==> config.mk <==
export PLATFORM = sky130hd
export DESIGN_NAME = ring_dec
export DESIGN_NICKNAME = d
export VERILOG_FILES = /design/src/rtl/ring_dec.sv
export SDC_FILE = /design/constraint.sdc
export NUM_CORES = 1
export LEC_CHECK = 0
export ABC_AREA = 1
export BUFFER_PORTS_ARGS = -buffer_cell sky130_fd_sc_hd__buf_2
export CAP_MARGIN = 0
export CELL_PAD_IN_SITES_DETAIL_PLACEMENT = 2
export CELL_PAD_IN_SITES_GLOBAL_PLACEMENT = 2
export CORE_MARGIN = 3
export CORE_UTILIZATION = 30
export DETAILED_ROUTE_END_ITERATION = 10
export GPL_TIMING_DRIVEN = 0
export HOLD_SLACK_MARGIN = 0.06
export PLACE_DENSITY = 0.76
export SLEW_MARGIN = 20
export SYNTH_ARGS = -nofsm -noshare
export SYNTH_HDL_FRONTEND = slang
export SYNTH_SLANG_ARGS = --single-unit
==> constraint.sdc <==
create_clock -name clk -period 2.2 [get_ports clk]
set_clock_uncertainty 0.05 [all_clocks]
set_input_delay 0.22 -clock clk [delete_from_list [all_inputs] [get_ports clk]]
set_output_delay 0.22 -clock clk [all_outputs]
set_load 0.005 [all_outputs]
==> src/rtl/ring_dec.sv <==
// rtl/ring_dec.sv - one-hot ring-code decoder with sequence lock, flywheel and error count
module ring_dec #(
    parameter  int N        = 4,
    parameter  int LOCK_CNT = 3,
    parameter  int MISS_MAX = 2,
    parameter  int ERR_W    = 8,
    localparam int IW       = $clog2(N)
) (
    input  logic             clk,
    input  logic             rst,
    input  logic             en,
    input  logic [N-1:0]     d_in,
    input  logic             clr,
    output logic [IW-1:0]    idx,
    output logic             idx_vld,
    output logic             wrap,
    output logic             locked,
    output logic             err,
    output logic [ERR_W-1:0] err_cnt
);

    typedef enum logic [1:0] {HUNT, CHECK, LOCK} state_t;

    localparam logic [IW-1:0]    TOP     = IW'(N - 1);
    localparam logic [3:0]       LOCK_C  = 4'(LOCK_CNT);
    localparam logic [3:0]       MISS_C  = 4'(MISS_MAX);
    localparam logic [ERR_W-1:0] CNT_MAX = '1;

    state_t        state;
    logic [IW-1:0] last;
    logic [IW-1:0] pos;
    logic [IW-1:0] nxt;
    logic [3:0]    match;
    logic [3:0]    miss;
    logic          one_hot;
    logic          in_seq;
    logic          bad_smp;

    always_comb begin
        pos = '0;
        for (int i = 0; i < N; i++) begin
            if (d_in[i]) pos = IW'(i);
        end
        one_hot = (d_in != '0) && ((d_in & (d_in - N'(1))) == '0);
        nxt     = (last == TOP) ? '0 : last + 1'b1;
        in_seq  = one_hot && (pos == nxt);
        bad_smp = en && (state == LOCK) && !in_seq;
    end

    always_ff @(posedge clk or posedge rst) begin
        if (rst) begin
            state   <= HUNT;
            last    <= '0;
            match   <= '0;
            miss    <= '0;
            idx     <= '0;
            idx_vld <= 1'b0;
            wrap    <= 1'b0;
            locked  <= 1'b0;
            err     <= 1'b0;
            err_cnt <= '0;
        end else begin
            idx_vld <= 1'b0;
            wrap    <= 1'b0;
            err     <= 1'b0;

            // clear has priority over a coincident error
            if (clr)
                err_cnt <= '0;
            else if (bad_smp && err_cnt != CNT_MAX)
                err_cnt <= err_cnt + 1'b1;

            if (en) begin
                case (state)
                    HUNT: begin
                        if (one_hot) begin
                            last  <= pos;
                            match <= '0;
                            state <= CHECK;
                        end
                    end
                    CHECK: begin
                        if (!one_hot) begin
                            state <= HUNT;
                        end else begin
                            last <= pos;
                            if (pos == nxt) begin
                                match <= match + 4'd1;
                                if (match + 4'd1 == LOCK_C) begin
                                    state  <= LOCK;
                                    miss   <= '0;
                                    locked <= 1'b1;
                                end
                            end else begin
                                match <= '0;
                            end
                        end
                    end
                    LOCK: begin
                        if (in_seq) begin
                            last    <= pos;
                            idx     <= pos;
                            idx_vld <= 1'b1;
                            wrap    <= (last == TOP);
                            miss    <= '0;
                        end else begin
                            // flywheel: advance the expected position without trusting the word
                            err  <= 1'b1;
                            last <= nxt;
                            miss <= miss + 4'd1;
                            if (miss + 4'd1 == MISS_C) begin
                                state  <= HUNT;
                                locked <= 1'b0;
                            end
                        end
                    end
                    default: state <= HUNT;
                endcase
            end
        end
    end

endmodule

==> metrics.txt, run 1 <==
crit path from=last[0]$_DFFE_PP0P_; reported max-cap violation count=0; minimum clock period=approximately 1900 ps; DR pass1 iterations=3; clock-pin transition on the worst setup and hold timing paths=about 90 ps; category of the critical setup timing path=flop to flop; combined global-route utilization of all metal layers=14.9%; DRC marker count from the first detailed-route iteration=42; final weighted congestion in routability-driven placement=between 0.7 and 0.8; initial core utilization=31.4%; largest vdd supply drop=approximately 420 uV; drc violations=0; fraction of met3 tracks used by global routing=under 10%; flip-flop and latch count after synthesis=26; highest-count cells in the layout ignoring fill and taps=72 x nand2_1, 26 x dfrtp_1, 23 x inv_1, 23 x nand3_1, 21 x buf_2; Hold Crit Start=d_in[3]; Ant. Diodes=0; average vias per placed instance=approximately 4.8; Die Ht=~80 um; number of distinct library cells after synthesis=24; portion of the post-synthesis area used by sequential elements=between 40 and 50%; count of synthesis-stage warnings from yosys=0; standard-cell rows=26; number of buffers added on ports=21; Fmax=between 500 and 600 MHz; fill cell total of the finished layout=619; arrival time at the worst endpoint=slightly below 2000 ps; CTS H-tree depth=1; fraction of layout instances using a drive strength above 1=around 17%; final number of max-transition violations=0; met2 Resource Use GR=between 20% and 30%; total chip power=about 1.7 mW; Placement Setup Slack=316 ps; residual overflow from global routing=0; launch point of the worst reg-to-reg path=last[0]$_DFFE_PP0P_; TritonCTS clock tree=yes; sequential cell area in the final layout=651 um^2; power per standard cell area=between 900 and 1000 mW/mm^2; share of the clock period used by the worst path=between 80 and 90%; Root Buffer=clkbuf_8; class of the tightest hold or removal check=input pin to flop; maximum number of pins on one net before global-route repair=27; cts repair resizes=0; number of routed nets with antenna violations=0; max_slew headroom=60.6%; num ports=22; multi-input gate area in the final layout=about 850 um^2; most used routing layer=met2; routed wire length=4260 um; setup slack after layout=334 ps; core box area=~0.0052 mm^2; met1 usage=19.0%; critical path launch point type=flop; mean post-synth cell area=~7.5 um^2; count of hold-fix buffers inserted at cts=0; most common library cell in the layout ignoring fill and taps=nand2_1; synthesized instance count=approximately 220; unrepaired setup endpoints after global routing=false; estimated wirelength of the detail-placed design=3340 um; clock latency on the worst-skew pair=270 ps; average wire per standard cell=13.6 um; post-CTS setup buffer count=0; Die Width=79.6 um; number of failing hold endpoints at the final stage=0; maximum fanout along the worst path=9; required time at the endpoint of the critical path=roughly 2300 ps; worst slew pin tran=590 ps; status=completed; number of global-route vias before repair=about 1600; leakage power total=1.03 nW; total via count after detailed routing=1493; Critical Path End Type=flop; initial antenna violation count=0; maximum root-to-sink buffer count=2; area added between synthesis and finish=15.0%; combined area of all synthesized cells=~0.0016 mm^2; net total in the final layout=approximately 260; number of sinks handled by clock tree synthesis=26; summed negative setup slack over all endpoints=0 ps; global-route wire length before repair=roughly 7600 um; TritonCTS buffer count=3; total die area=about 0.0063 mm^2; setup-violating endpoint count in the final report=0; synthesized netlist net count=between 200 and 250
cell families after synthesis:
family	after synthesis	synth area share, %
buffers and inverters	31	7.47
and+or+nand+nor	132	38.8
xor gates and xnor gates	6	3.23
adders and majority gates	6	4.62
AOI/OAI and AO/OA	17	5.85
DFF	26	40.0
critical path, stage by stage (launching register included):
cell	delay (ps)
dfrtp_1	420
ha_1	330
inv_1	80
nand2_1	50
nand2_1	100
nand3_2	140
nor2_4	180
nor2_8	60
nand2_4	130
nand2_4	90
nand2_1	70
nand2_1	50
per-stage QoR:
stage	cells	hold WS (ps)	cell area [um^2]	utilization [%]
2_1_floorplan	218	210	1630	-
3_3_place_gp	309	406	1820	35.1
3_5_place_dp	309	418	1820	35.1
4_1_cts	312	195	1860	35.9
5_1_grt	313	245	1870	36.1
6_report	313	234	1870	36.1
Yosys cell counts, drive strengths merged:
cell | n | share of area [%]
nand2 | 77 | 19
inv | 30 | 7.2
dfrtp | 26 | 40
nand3 | 24 | 7.7
nor2 | 23 | 8.2
o21ai | 10 | 3.1
ha | 6 | 4.6
nand4 | 6 | 2.3
xor2 | 5 | 2.7
o21bai | 3 | 1.4
a21oi | 2 | 0.62
o22ai | 2 | 0.77
clkbuf | 1 | 0.23
nor3 | 1 | 0.62
nor3b | 1 | 0.46
xnor2 | 1 | 0.54
final timing paths:
path / cells after the start / to / slack (ps)
hold / removal: 3 / idx[1]$_DFFE_PP0P_ / 230
hold reg to reg: 2 / locked$_DFFE_PP0P_ / 430
min in group asynchronous: 3 / last[0]$_DFFE_PP0P_ / 520
setup / recovery: 11 / err_cnt[5]$_DFFE_PP0P_ / 330
setup reg to reg: 11 / err_cnt[5]$_DFFE_PP0P_ / 330
max in group asynchronous: 3 / miss[2]$_DFFE_PP0P_ / 1190
report_power, final:
group,switching [mW],internal [mW],total (mW)
sequential,0.117,0.594,0.711
clock,0.150,0.123,0.272
combinational,0.463,0.252,0.715
area by class of cell:
type                       count  area share (%)
multi-input combinational    161            45.6
clock buffer                   3            2.21
inverter                      30            6.29
tap                           70            4.69
sequential                    26            34.8
buffer                         1           0.201
timing repair buffer          22            6.16
flip-flops by register name, indices dropped and copies added (netlist names), 2 cells and up:
signal and flops:
match 4, err_cnt 8, miss 4, state 2
idx 2, last 2
routing by layer:
metal | vias up | part of all wire (%)
li1 | 738 | -
met1 | 736 | 45
met2 | 17 | 52
met3 | 2 | 3.0
met4 | 0 | 0.63
met5 | - | 0
(Power assumes the default switching activity.)
==> run 2, diff against run 1 <==
Settings changed: CORE_UTILIZATION 30 to 29, PLACE_DENSITY 0.76 to 0.77.
Clock period 2.2 ns to 1.7 ns, I/O delays scaled along.
==> metrics.txt, run 2 (synthesis results as in run 1) <==
status=finished with violations; violated checks=negative setup slack; Finished Core Util=39.9% (+3.8 points); most common library cell in the layout ignoring fill and taps=nand2_1; drc violations=0 (unchanged); total met3 wirelength after detailed routing=126 um (-0.79%); endpoint with the worst hold slack=state[0]$_DFFE_PP0P_; Reg with most FFs=err_cnt; standard-cell rows=26 (unchanged); class of the tightest hold or removal check=input pin to flop; worst hold stages=4 (+1); CTS H-tree depth=1 (unchanged); launch point of the worst reg-to-reg path=last[0]$_DFFE_PP0P_; worst slew pin tran=595 ps (+5.59 ps); number of global-route vias before repair=1706 (+5.4%); registers with the highest flip-flop counts=err_cnt: 8 flops, match: 4 flops, miss: 4 flops; DRC marker count from the first detailed-route iteration=20 (-52%); number of sinks handled by clock tree synthesis=26 (unchanged); global-route wire length before repair=8370 um (+11%); cell internal pwr=1.46 mW (+51%); residual overflow from global routing=0 (unchanged); Critical Path End Type=flop; TritonCTS clock tree=yes; routed metal-1 wire length=2000 um (+5.5%); minimum hold slack=171 ps (-62.9 ps); cell count of the worst reg-to-reg path=11 (unchanged); maximum root-to-sink buffer count=2 (unchanged); num ports=22 (unchanged); area added between synthesis and finish=29.4%; Hold Crit Start=en; clock latency on the worst-skew pair=280 ps (about the same); largest vdd supply drop=443 uV (+6.3%); Fmax=588 MHz (+9.7%); number of routed nets with antenna violations=0 (unchanged); total die area=0.00654 mm^2 (+3.2%); total chip power=2.60 mW (+53%); setup slack after layout=-1.35 ps (-335 ps); max_slew headroom=60.2% (-0.37 points); Switch Pwr=1.14 mW (+56%); leakage power total=1.09 nW (+6.3%); average vias per placed instance=4.84 (+1.5%); required time at the endpoint of the critical path=1830 ps (-480 ps); number of failing hold endpoints at the final stage=0 (unchanged); final non-filler cell total=322 (+2.9%); Root Buffer=clkbuf_8; number of flip-flops under the largest register name=8 (unchanged); reg2reg setup slack=-1 ps (-340 ps); Reg power frac=35.3% (-6.6 points); fraction of power spent switching nets=43.8% (+0.88 points); highest-count cells in the layout ignoring fill and taps=53 x nand2_1, 24 x dfrtp_1, 21 x inv_1, 21 x buf_2, 20 x nand3_1; final number of max-transition violations=0 (unchanged); fraction of layout instances using a drive strength above 1=33.7% (+16 points); setup-violating endpoint count in the final report=2 (+2); met2 wire length=2570 um (+17%); category of the critical setup timing path=flop to flop; Ant. Diodes=0 (unchanged); Cells after DPL=309 (unchanged); routed wire length=4770 um (+12%); clock share of power=14.3% (-1.7 points); net total in the final layout=268 (+3.5%); maximum number of pins on one net before global-route repair=27 (unchanged); Die Ht=80.9 um (+1.6%); top layer used by detailed routing=met4; estimated wirelength of the detail-placed design=3330 um (-0.32%); unrepaired setup endpoints after global routing=true; clock-pin transition on the worst setup and hold timing paths=90 ps (about the same); share of the clock period used by the worst path=100% (+15 points); minimum clock period=1700 ps (-165 ps); core box area=0.00527 mm^2 (+1.9%); number of buffers added on ports=21 (unchanged); average wire per standard cell=14.8 um (+8.9%); reported max-cap violation count=0 (unchanged); arrival time at the worst endpoint=1830 ps (-150 ps); combinational cell fraction of total power=50.4% (+8.3 points); initial core utilization=30.8% (-0.58 points); TritonCTS buffer count=3 (unchanged); Die Width=80.9 um (+1.6%); power per standard cell area=1240 mW/mm^2 (+36%); critical path launch point type=flop; maximum fanout along the worst path=6 (-3); final weighted congestion in routability-driven placement=0.750 (+3.8%); summed area of non-filler cells in the final layout=0.00210 mm^2 (+13%); DR pass1 iterations=4 (+1); FF-to-FF End=err_cnt[0]$_DFFE_PP0P_; total via count after detailed routing=1559 (+4.4%); initial antenna violation count=0 (unchanged); post-placement cell area=0.00182 mm^2 (unchanged); combined global-route utilization of all metal layers=16.7% (+1.7 points)
## run 2: cell type report
class	count	area, um^2
multi-input cells	162	1020
plain buffers	1	3.75
flip-flops and latches	26	653
repair buffers	30	179
clock buffers	3	41.3
fillers	630	3170
inverters	30	118
well taps	70	87.6
## run 2: routing by layer
metal	global-route usage [%]	vias up
met4	5.57	0
met2	31.7	20
met3	1.66	5
met5	0	-
li1	-	760
met1	19.2	774
## run 2: through the flow
| stage | TNS [ps] | worst slack (ps) |
|---|---|---|
| after floorplan | 0 | 93.6 |
| after global placement | -1530 | -143 |
| after detailed placement | -2210 | -184 |
| after CTS | -9.72 | -5.38 |
| after global routing | -871 | -89.0 |
| final | -2.00 | -1.35 |
## run 2: worst max-delay path by stage
stage,startpoint,endpoint,slack [ps]
3_3_place_gp,last[0]$_DFFE_PP0P_,err_cnt[2]$_DFFE_PP0P_,-140
6_report,last[0]$_DFFE_PP0P_,err_cnt[0]$_DFFE_PP0P_,-1
2_1_floorplan,last[0]$_DFFE_PP0P_,err_cnt[2]$_DFFE_PP0P_,90
5_1_grt,err_cnt[0]$_DFFE_PP0P_,err_cnt[4]$_DFFE_PP0P_,-90
3_5_place_dp,last[0]$_DFFE_PP0P_,err_cnt[2]$_DFFE_PP0P_,-180
4_1_cts,last[1]$_DFFE_PP0P_,err_cnt[2]$_DFFE_PP0P_,-5
## run 2: critical path: stages (launching register included)
cell and delay [ps]:
dfrtp_1 430, ha_4 260, inv_2 60, nand2_2 50, nand2_2 100, nand3_4 100
nor2_4 170, nor2_8 80, nand2_8 90, nand2_8 80, nand2_2 70, nand2_2 50
## run 2: what timing repair did
item | 4_1_cts | 5_1_grt
hold buffers | 1 | 0
buffers inserted | 6 | 2
endpoints found under the hold margin | 26 | 0
gates resized for setup | 16 | 30
gates cloned | 1 | 0
setup endpoints to repair | 23 | 22
pin swaps | 7 | 12
## run 2: power by group through the flow
stage,logic (mW),registers [mW],clock network (mW)
2_1_floorplan,0.689,0.902,0
5_1_grt,1.49,0.948,0.413
3_5_place_dp,0.947,0.933,0
6_report,1.31,0.919,0.372
3_3_place_gp,0.896,0.925,0
4_1_cts,1.18,0.916,0.389
